### config.mk
export PLATFORM = sky130hd
export DESIGN_NAME = planar_fetch
export DESIGN_NICKNAME = d
export VERILOG_FILES = /design/src/rtl/fetch_pkg.sv /design/src/rtl/plane_shifter.sv /design/src/rtl/planar_fetch.sv
export SDC_FILE = /design/constraint.sdc
export NUM_CORES = 1
export LEC_CHECK = 0
export BUFFER_PORTS_ARGS = -buffer_cell sky130_fd_sc_hd__buf_2
export CAP_MARGIN = 0
export CORE_MARGIN = 2
export CORE_UTILIZATION = 36
export DETAILED_ROUTE_END_ITERATION = 8
export GPL_TIMING_DRIVEN = 0
export PLACE_DENSITY = 0.59
export REMOVE_ABC_BUFFERS = 1
export SYNTH_ARGS = -nofsm -noshare
export SYNTH_HDL_FRONTEND = slang
export SYNTH_HIERARCHICAL = 1
export SYNTH_SLANG_ARGS = --single-unit
### constraint.sdc
create_clock -name clk -period 2.8 [get_ports clk]
set_clock_uncertainty 0.15 [all_clocks]
set_input_delay 0.14 -clock clk [delete_from_list [all_inputs] [get_ports clk]]
set_output_delay 0.14 -clock clk [all_outputs]
set_load 0.05 [all_outputs]
### src/rtl/fetch_pkg.sv
// fetch_pkg: shared phase encodings, active-area extent and default memory
// map for the planar bitplane fetch block.
package fetch_pkg;

  // Position of the prefetch column within its 8-pixel group (fx[2:0]).
  typedef enum logic [2:0] {
    PH_FETCH0 = 3'd0,
    PH_FETCH1 = 3'd1,
    PH_FETCH2 = 3'd2,
    PH_FETCH3 = 3'd3,
    PH_IDLE4  = 3'd4,
    PH_IDLE5  = 3'd5,
    PH_CPU    = 3'd6,
    PH_LOAD   = 3'd7
  } phase_e;

  localparam int MAX_PLANES    = 4;
  localparam int ACTIVE_EXTENT = 256;

  localparam logic signed [12:0] EXTENT_S = 13'(ACTIVE_EXTENT);

  localparam logic [15:0] DEFAULT_SCREEN_BASE  = 16'h8000;
  localparam logic [15:0] DEFAULT_PLANE_STRIDE = 16'h2000;
  localparam logic [7:0]  SCROLL_INIT          = 8'hFF;

  // True when a signed coordinate lies in 0..ACTIVE_EXTENT-1.
  function automatic logic in_extent(input logic signed [12:0] c);
    return (c >= 13'sd0) && (c < EXTENT_S);
  endfunction

endpackage

### src/rtl/plane_shifter.sv
// plane_shifter: one bitplane's 8-bit pixel shift register. Loaded at the
// start of a group, then shifted left so the next pixel sits in the MSB.
module plane_shifter (
  input  logic       clk,
  input  logic       reset,
  input  logic       load,
  input  logic [7:0] din,
  output logic       msb
);

  logic [7:0] sr;

  // Load a fresh byte at group start, otherwise advance one pixel.
  always_ff @(posedge clk) begin
    if (reset) begin
      sr <= 8'h00;
    end else if (load) begin
      sr <= din;
    end else begin
      sr <= {sr[6:0], 1'b0};
    end
  end

  assign msb = sr[7];

endmodule

### src/rtl/planar_fetch.sv
// planar_fetch: bitplane video fetch. Reads PLANES bytes per 8-pixel group
// on phases 0..PLANES-1, captures them one clock later, loads the plane
// shifters on phase 7 and serialises them into a 4-bit palette index.
// A CPU slot is granted on phase 6, which never overlaps a fetch.
//
// Optional feature: define PLANAR_FETCH_SCROLL_EN to enable the vertical
// scroll register (latched at the frame interrupt). Without it the scroll
// input is ignored and the row offset is fixed at 8'hFF - fy[7:0].
module planar_fetch
  import fetch_pkg::*;
#(
  parameter int          PLANES       = 4,
  parameter logic [15:0] SCREEN_BASE  = DEFAULT_SCREEN_BASE,
  parameter logic [15:0] PLANE_STRIDE = DEFAULT_PLANE_STRIDE
) (
  input  logic               clk,
  input  logic               reset,
  input  logic signed [12:0] fx,
  input  logic signed [12:0] fy,
  input  logic [7:0]         scroll,
  input  logic [3:0]         border_idx,
  input  logic [7:0]         mem_data,
  output logic [15:0]        mem_addr,
  output logic               mem_rd,
  input  logic               cpu_req,
  output logic               cpu_grant,
  output logic [3:0]         pix_idx,
  output logic               pix_active,
  output logic               frame_irq
);

  phase_e            phase;
  logic              active;
  logic              frame_start;
  logic              load;
  logic              fetch_en;
  logic              rd_q;
  logic              group_active;
  logic              pix_en;
  logic [7:0]        scroll_q;
  logic [7:0]        row;
  logic [15:0]       plane_off;
  logic [15:0]       col_off;
  logic [7:0]        prefetch [PLANES];
  logic [PLANES-1:0] plane_msb;
  logic [3:0]        pix_bits;

  assign phase       = phase_e'(fx[2:0]);
  assign active      = in_extent(fx) && in_extent(fy);
  assign frame_start = (fy == EXTENT_S) && (fx == 13'sd0);
  assign load        = (phase == PH_LOAD);
  assign row         = scroll_q - fy[7:0];
  assign plane_off   = PLANE_STRIDE * {13'd0, fx[2:0]};
  assign col_off     = {3'b000, fx[7:3], 8'h00};

`ifdef PLANAR_FETCH_SCROLL_EN
  // Scroll takes effect only at the frame boundary so a frame never tears.
  always_ff @(posedge clk) begin
    if (reset) begin
      scroll_q <= SCROLL_INIT;
    end else if (frame_start) begin
      scroll_q <= scroll;
    end
  end
`else
  logic unused_scroll;
  assign unused_scroll = ^scroll;
  assign scroll_q      = SCROLL_INIT;
`endif

  // Fetch address/strobe; fetch_en holds reads off after reset until a group
  // boundary so a partially fetched group is never used.
  always_comb begin
    mem_rd   = 1'b0;
    mem_addr = 16'h0000;
    if (!reset && (fetch_en || phase == PH_FETCH0) && active &&
        (int'(phase) < PLANES)) begin
      mem_rd   = 1'b1;
      mem_addr = SCREEN_BASE + plane_off + col_off + {8'h00, row};
    end
  end

  // Sequencing flags: fetch resume, read-data tracking, group/pixel state.
  always_ff @(posedge clk) begin
    if (reset) begin
      fetch_en     <= 1'b0;
      rd_q         <= 1'b0;
      group_active <= 1'b0;
      pix_en       <= 1'b0;
    end else begin
      rd_q <= mem_rd;
      if (phase == PH_FETCH0) begin
        fetch_en <= 1'b1;
      end
      if (load) begin
        group_active <= active;
        pix_en       <= 1'b1;
      end
    end
  end

  // Read data arrives one clock after the strobe, so phase p+1 owns plane p.
  always_ff @(posedge clk) begin
    if (reset) begin
      for (int p = 0; p < PLANES; p++) begin
        prefetch[p] <= 8'h00;
      end
    end else begin
      for (int p = 0; p < PLANES; p++) begin
        if (rd_q && (int'(phase) == p + 1)) begin
          prefetch[p] <= mem_data;
        end
      end
    end
  end

  for (genvar p = 0; p < PLANES; p++) begin : g_plane
    plane_shifter u_shifter (
      .clk   (clk),
      .reset (reset),
      .load  (load),
      .din   (active ? prefetch[p] : 8'h00),
      .msb   (plane_msb[p])
    );
  end

  // Plane 0 is the index MSB; planes not built read as zero.
  for (genvar i = 0; i < MAX_PLANES; i++) begin : g_pix
    if (i < PLANES) begin : g_present
      assign pix_bits[3-i] = plane_msb[i];
    end else begin : g_absent
      assign pix_bits[3-i] = 1'b0;
    end
  end

  // Border colour outside the active area; zero until the first group loads
  // after reset.
  always_comb begin
    pix_idx = 4'h0;
    if (group_active) begin
      pix_idx = pix_bits;
    end else if (pix_en) begin
      pix_idx = border_idx;
    end
  end

  assign pix_active = group_active;
  assign cpu_grant  = !reset && (phase == PH_CPU) && cpu_req;
  assign frame_irq  = !reset && frame_start;

endmodule

* After elaboration in Yosys (flattened, before gate mapping)
Memory sizes are Yosys's and may differ from the RTL's.
Cells that the tools add are included.
** Cells by class
- Multiplexer cells :: 30
- Bitwise gates (word level) :: 6
- Add/sub/neg operators :: 4
- Reduce and logical (&&, ||, !) cells :: 19
- Order comparisons :: 5
- Equality and inequality tests :: 7
** Operators by type and width (count)
- $mux W8 :: 12
- $ge A13 B1 Y1 const B :: 2
- $lt A13 B10 Y1 const B :: 2
- $add A16 B13 Y16 :: 1
- $add A16 B16 Y16 const A :: 1
- $add A16 B8 Y16 :: 1
- $mux W16 :: 1
- $eq A3 B3 Y1 const B :: 5
- $mux W1 :: 15
- $logic_and A1 B1 Y1 :: 14
- $eq A13 B10 Y1 const B :: 1
- $logic_not A13 Y1 :: 1
- $mux W4 :: 2
- $sub A8 B8 Y8 const A :: 1
- $or A1 B1 Y1 :: 4
- $eq A3 B2 Y1 const B :: 1
- $logic_not A3 Y1 :: 1
- $lt A3 B3 Y1 const B :: 1
- $reduce_or A3 Y1 :: 1
- $not A1 Y1 :: 2
- $logic_not A1 Y1 :: 1
- $logic_or A1 B1 Y1 :: 1
** Word-level totals
- Bits in registers :: 36
- Bits in writable memories :: 32
- Memories kept :: 1
- Output and inout port bits :: 24
- Bits of input ports :: 49
** Memory list
- prefetch :: depth 4, width 8, read ports 4, clocked after memory_dff 0, wr ports 4, RTL line planar_fetch.sv:44 : logic [7:0] prefetch [PLANES];

* Longest topological paths before layout
- Depth after elaboration :: 6
- Gate-level depth with buffers :: 6

* Hierarchy
Netlist, hierarchy kept.
** By module, submodules not included
- planar_fetch :: cells each 169, sequential area each 1041.0 um2, instances 1, area each 1956.9 um2
- plane_shifter :: cells each 25, sequential area each 160.2 um2, instances 4, area each 282.8 um2

* Worst setup path after synthesis
Ideal clock, no wire load.
- Kind :: input -> output
- From :: input fy[9]
- To :: output frame_irq
- Cell stages on the path :: 3
- Path slack :: 0.858 ns
- Data arrival time :: 1.652 ns
- Cells stage by stage :: nor4_4 -> nand3_1 -> nor3_1
** Between the ends
- Cells in the longest elaborated chain, start to end :: 3
** Ends and longest elaborated chain
- start, declared :: RTL line planar_fetch.sv:19 : input logic signed [12:0] fy,
- $eq A13 B10 Y1 :: RTL line planar_fetch.sv:50 : assign frame_start = (fy == EXTENT_S) && (fx == 13'sd0);
- $logic_and A1 B1 Y1 :: RTL line planar_fetch.sv:50
- $logic_and A1 B1 Y1 :: RTL line planar_fetch.sv:149 : assign frame_irq = !reset && frame_start;
- end, declared :: RTL line planar_fetch.sv:29 : output logic frame_irq
Every way passes these cells.

* Worst setup path in the final report
- From :: input fx[9]
- To :: output mem_addr[9]
** Between the ends
- Cells in the longest elaborated chain, start to end :: 6
- Elaborated cells on any way between the ends :: 7
- Those cells by class :: order compare: 2; mux: 1; reduce/logical: 4
** Ends and longest elaborated chain
- start, declared :: RTL line planar_fetch.sv:18 : input logic signed [12:0] fx,
- $ge A13 B1 Y1 or $lt A13 B10 Y1 (tied branches) :: RTL line fetch_pkg.sv:28 : return (c >= 13'sd0) && (c < EXTENT_S);
- $logic_and A1 B1 Y1 (*) :: RTL line fetch_pkg.sv:28
- $logic_and A1 B1 Y1 (*) :: RTL line planar_fetch.sv:49 : assign active = in_extent(fx) && in_extent(fy);
- $logic_and A1 B1 Y1 (*) (2 in a row) :: RTL line planar_fetch.sv:76 : if (!reset && (fetch_en || phase == PH_FETCH0) && active &&
- $mux W16 (*) :: RTL line planar_fetch.sv:76
- end, declared :: RTL line planar_fetch.sv:23 : output logic [15:0] mem_addr,
Mark *: on every way between the ends. The rest lies on a longest branch, timed or not.

==> results.py <==
metrics = {
    "clocking": {
        "h-tree-depth": 3,
        "cts_made_buffers": 9,
        "root_buffer": "clkbuf_8",
        "cts_tree": "built",
        "insertion_delay_ps": 330,
        "path_clk_slew_ps": 70,
        "clock_sinks": 68,
        "clk_path_buf_depth": 2,
    },
    "route": {
        "first_pass_iters": 4,
        "drt_iter0_drc": 83,
        "vias_per_cell": 4.66,
        "via_count": 2068,
        "drt-total-wl_um": 5880,
        "ant_nets": 0,
        "drc_errors": 0,
        "wire_per_inst_um": 13.2,
    },
    "sta": {
        "fmax_mhz": 399,
        "finalWorstSetupSlack_ps": 295,
        "finalSetupTns_ps": 0,
        "min_period_over_period": 0.895,
        "holdWs_ps": 28.1,
        "fin_crit_ps": 2500,
        "rsz0062_at_grt": "no",
        "max-slew-margin-rel": 0.198,
        "finalHoldViolations": 0,
        "finalSetupViolCount": 0,
        "drv_slew": 0,
        "worst_pin_slew_ps": 1200,
    },
    "grt": {
        "track_usage": 0.127,
        "antenna_found_initial": 0,
        "grt_start_max_net_pins": 47,
        "grt_overflow": 0,
        "grt_pass1_wl_um": 9420,
        "first_global_vias": 1969,
    },
    "die": {
        "std_cell_rows": 33,
        "die_area_um2": 9330,
        "core_um2": 8260,
        "start_util": 0.374,
        "die_w_um": 96.6,
        "num_io_pins": 73,
        "die_y_um": 96.6,
    },
    "status": {
        "status": "completed",
    },
    "placed_design": {
        "dp_hpwl_um": 3870,
        "placed_area_um2": 3420,
        "portBuffers": 64,
        "gp_congestion": 0.723,
        "preCtsSetupSlack_ps": 262,
    },
    "logic_synthesis": {
        "synth-seq-cells": 68,
        "async_flop_share": 0,
        "yosys.area.top_type_share": 0.311,
        "netlist_top_cells_area": "edfxtp_1 31%, dfxtp_1 23%, and2_1 13%",
        "synth_seq_area_share": 0.545,
        "ys_types": 32,
        "syn_avg_cell_area_um2": 11.5,
        "ys.flop_type": "dfxtp_1",
        "synth_common_cells": "66 x and2_1, 36 x dfxtp_1, 36 x nor2_1, 32 x edfxtp_1, 28 x mux2i_1",
        "syn-cell-area_um2": 3090,
        "yosys.cell_count.top_type": "and2_1",
        "yosys_warnings": 6,
        "syn-instance-count": 269,
        "synth_edf_count": 32,
        "synth_top_cell_by_area": "edfxtp_1",
    },
    "min_path": {
        "hp-class": "in2reg",
        "hold_depth": 2,
    },
    "final_layout": {
        "fin_area_um2": 3680,
        "finalNetCount": 383,
        "seqCellArea_um2": 1680,
        "antenna_cells": 0,
        "area_growth_pct": 19.1,
        "n_fill_cell": 825,
        "drive_above_1_share": 0.286,
        "multiInputGateArea_um2": 1280,
    },
    "pwr": {
        "p_per_area_nw_per_um2": 525,
        "finalPower_mw": 1.93,
        "irDropWorstVdd_mv": 0.239,
        "leakage_nw": 1.52,
    },
    "worst_setup_path": {
        "path_delay_family": "simple AND/OR/NAND/NOR gates",
        "cp.buffers_inverters": 2,
        "crit_top_cell": "buf_2",
        "critPathMaxStageDelay_ps": 1060,
        "cp_max_fo": 41,
        "worstPathCellList": "buf_2 -> nor3_1 -> and4b_1 -> and3_1 -> buf_2",
        "worstSetupEndpointType": "primary output",
        "crit_required_ps": 2510,
        "cp.depth": 5,
        "crit_arrival_ps": 2210,
        "critPathKind": "in2out",
        "cp-start-kind": "input pin",
        "crit_slowest_cell": "and4b_1",
        "r2r_cells": 2,
    },
    "run": {
        "max-cap-violations": 0,
    },
}
## power breakdown
part	total, mW	switching, mW	internal (mW)	leakage [nW]
logic	0.116	0.0688	0.0467	0.806
clock network	0.757	0.349	0.408	0.0947
registers	1.06	0.00330	1.05	0.621
total	1.93	0.421	1.51	1.52
## state kept, by name, indices dropped and copies added, names as in the netlist
name and count:
prefetch 32, rd_q 1, fetch_en 1, pix_active 1, g_plane.u_shifter/sr 32, pix_en 1
## metal layers
metal | vias up | track usage | part of all wire
met4 | 0 | 0.0520 | 0.0094
met3 | 4 | 0.0282 | 0.019
li1 | 1055 | - | -
met5 | - | 0 | 0
met2 | 15 | 0.222 | 0.52
met1 | 994 | 0.152 | 0.46
## worst reg2reg max path: cells and delay by family, from the launching register on
kind	cells	cell delay (ps)
compound gates	1	660
flops	1	390
simple gates	1	120
## repair_timing
| item | in CTS | in global routing |
|---|---|---|
| hold buffers | 7 | 0 |
| gates resized for setup | 0 | 0 |
| buffers inserted | 0 | 0 |
| endpoints found under the hold margin | 22 | 0 |
## metrics by stage
stage                     cells  utilization
after floorplan             252            -
after global placement      421        0.415
after detailed placement    421        0.415
after CTS                   444        0.445
after global routing        444        0.445
final                       444        0.445
## area by class of cell
cell class	instances	share of cell area
Tap cell	105	0.0357
Timing Repair Buffer	71	0.106
Clock inverter	5	0.0143
Inverter	2	0.00204
Clock buffer	11	0.0357
Sequential cell	68	0.457
Multi-Input combinational cell	182	0.349
## cell usage in the layout (no fill, tap or decap), types with 3 or more instances in the layout
cell	netlist	layout
edfxtp_1	32	32
and3_1	7	7
and2_1	66	66
and3b_2	4	4
dlygate4sd3_1	0	7
a22o_1	4	4
mux2i_1	28	28
nand3_1	4	4
nand3b_1	3	3
dfxtp_1	36	36
nor2_1	36	36
clkbuf_8	0	9
nor3_1	4	4
nor3b_2	8	8
buf_2	5	64
## cell families (layout without fill, tap and decap cells)
| kind of cell | count (synthesis) | count (layout) | share of synthesized area |
|---|---|---|---|
| simple gates | 144 | 144 | 0.297 |
| flops | 68 | 68 | 0.545 |
| mux | 28 | 28 | 0.0908 |
| buf+inv | 19 | 89 | 0.0401 |
| compound gates | 10 | 10 | 0.0280 |
## worst paths after layout
kind                                  endpoint  slack, ps   startpoint
worst max-delay path               mem_addr[9]        300        fx[9]
worst min-delay path            prefetch[1][3]         30  mem_data[3]
worst max register to register  prefetch[1][5]       1120         rd_q
worst min register to register        fetch_en        310     fetch_en
No activity file was read; power rests on OpenSTA's default activity.
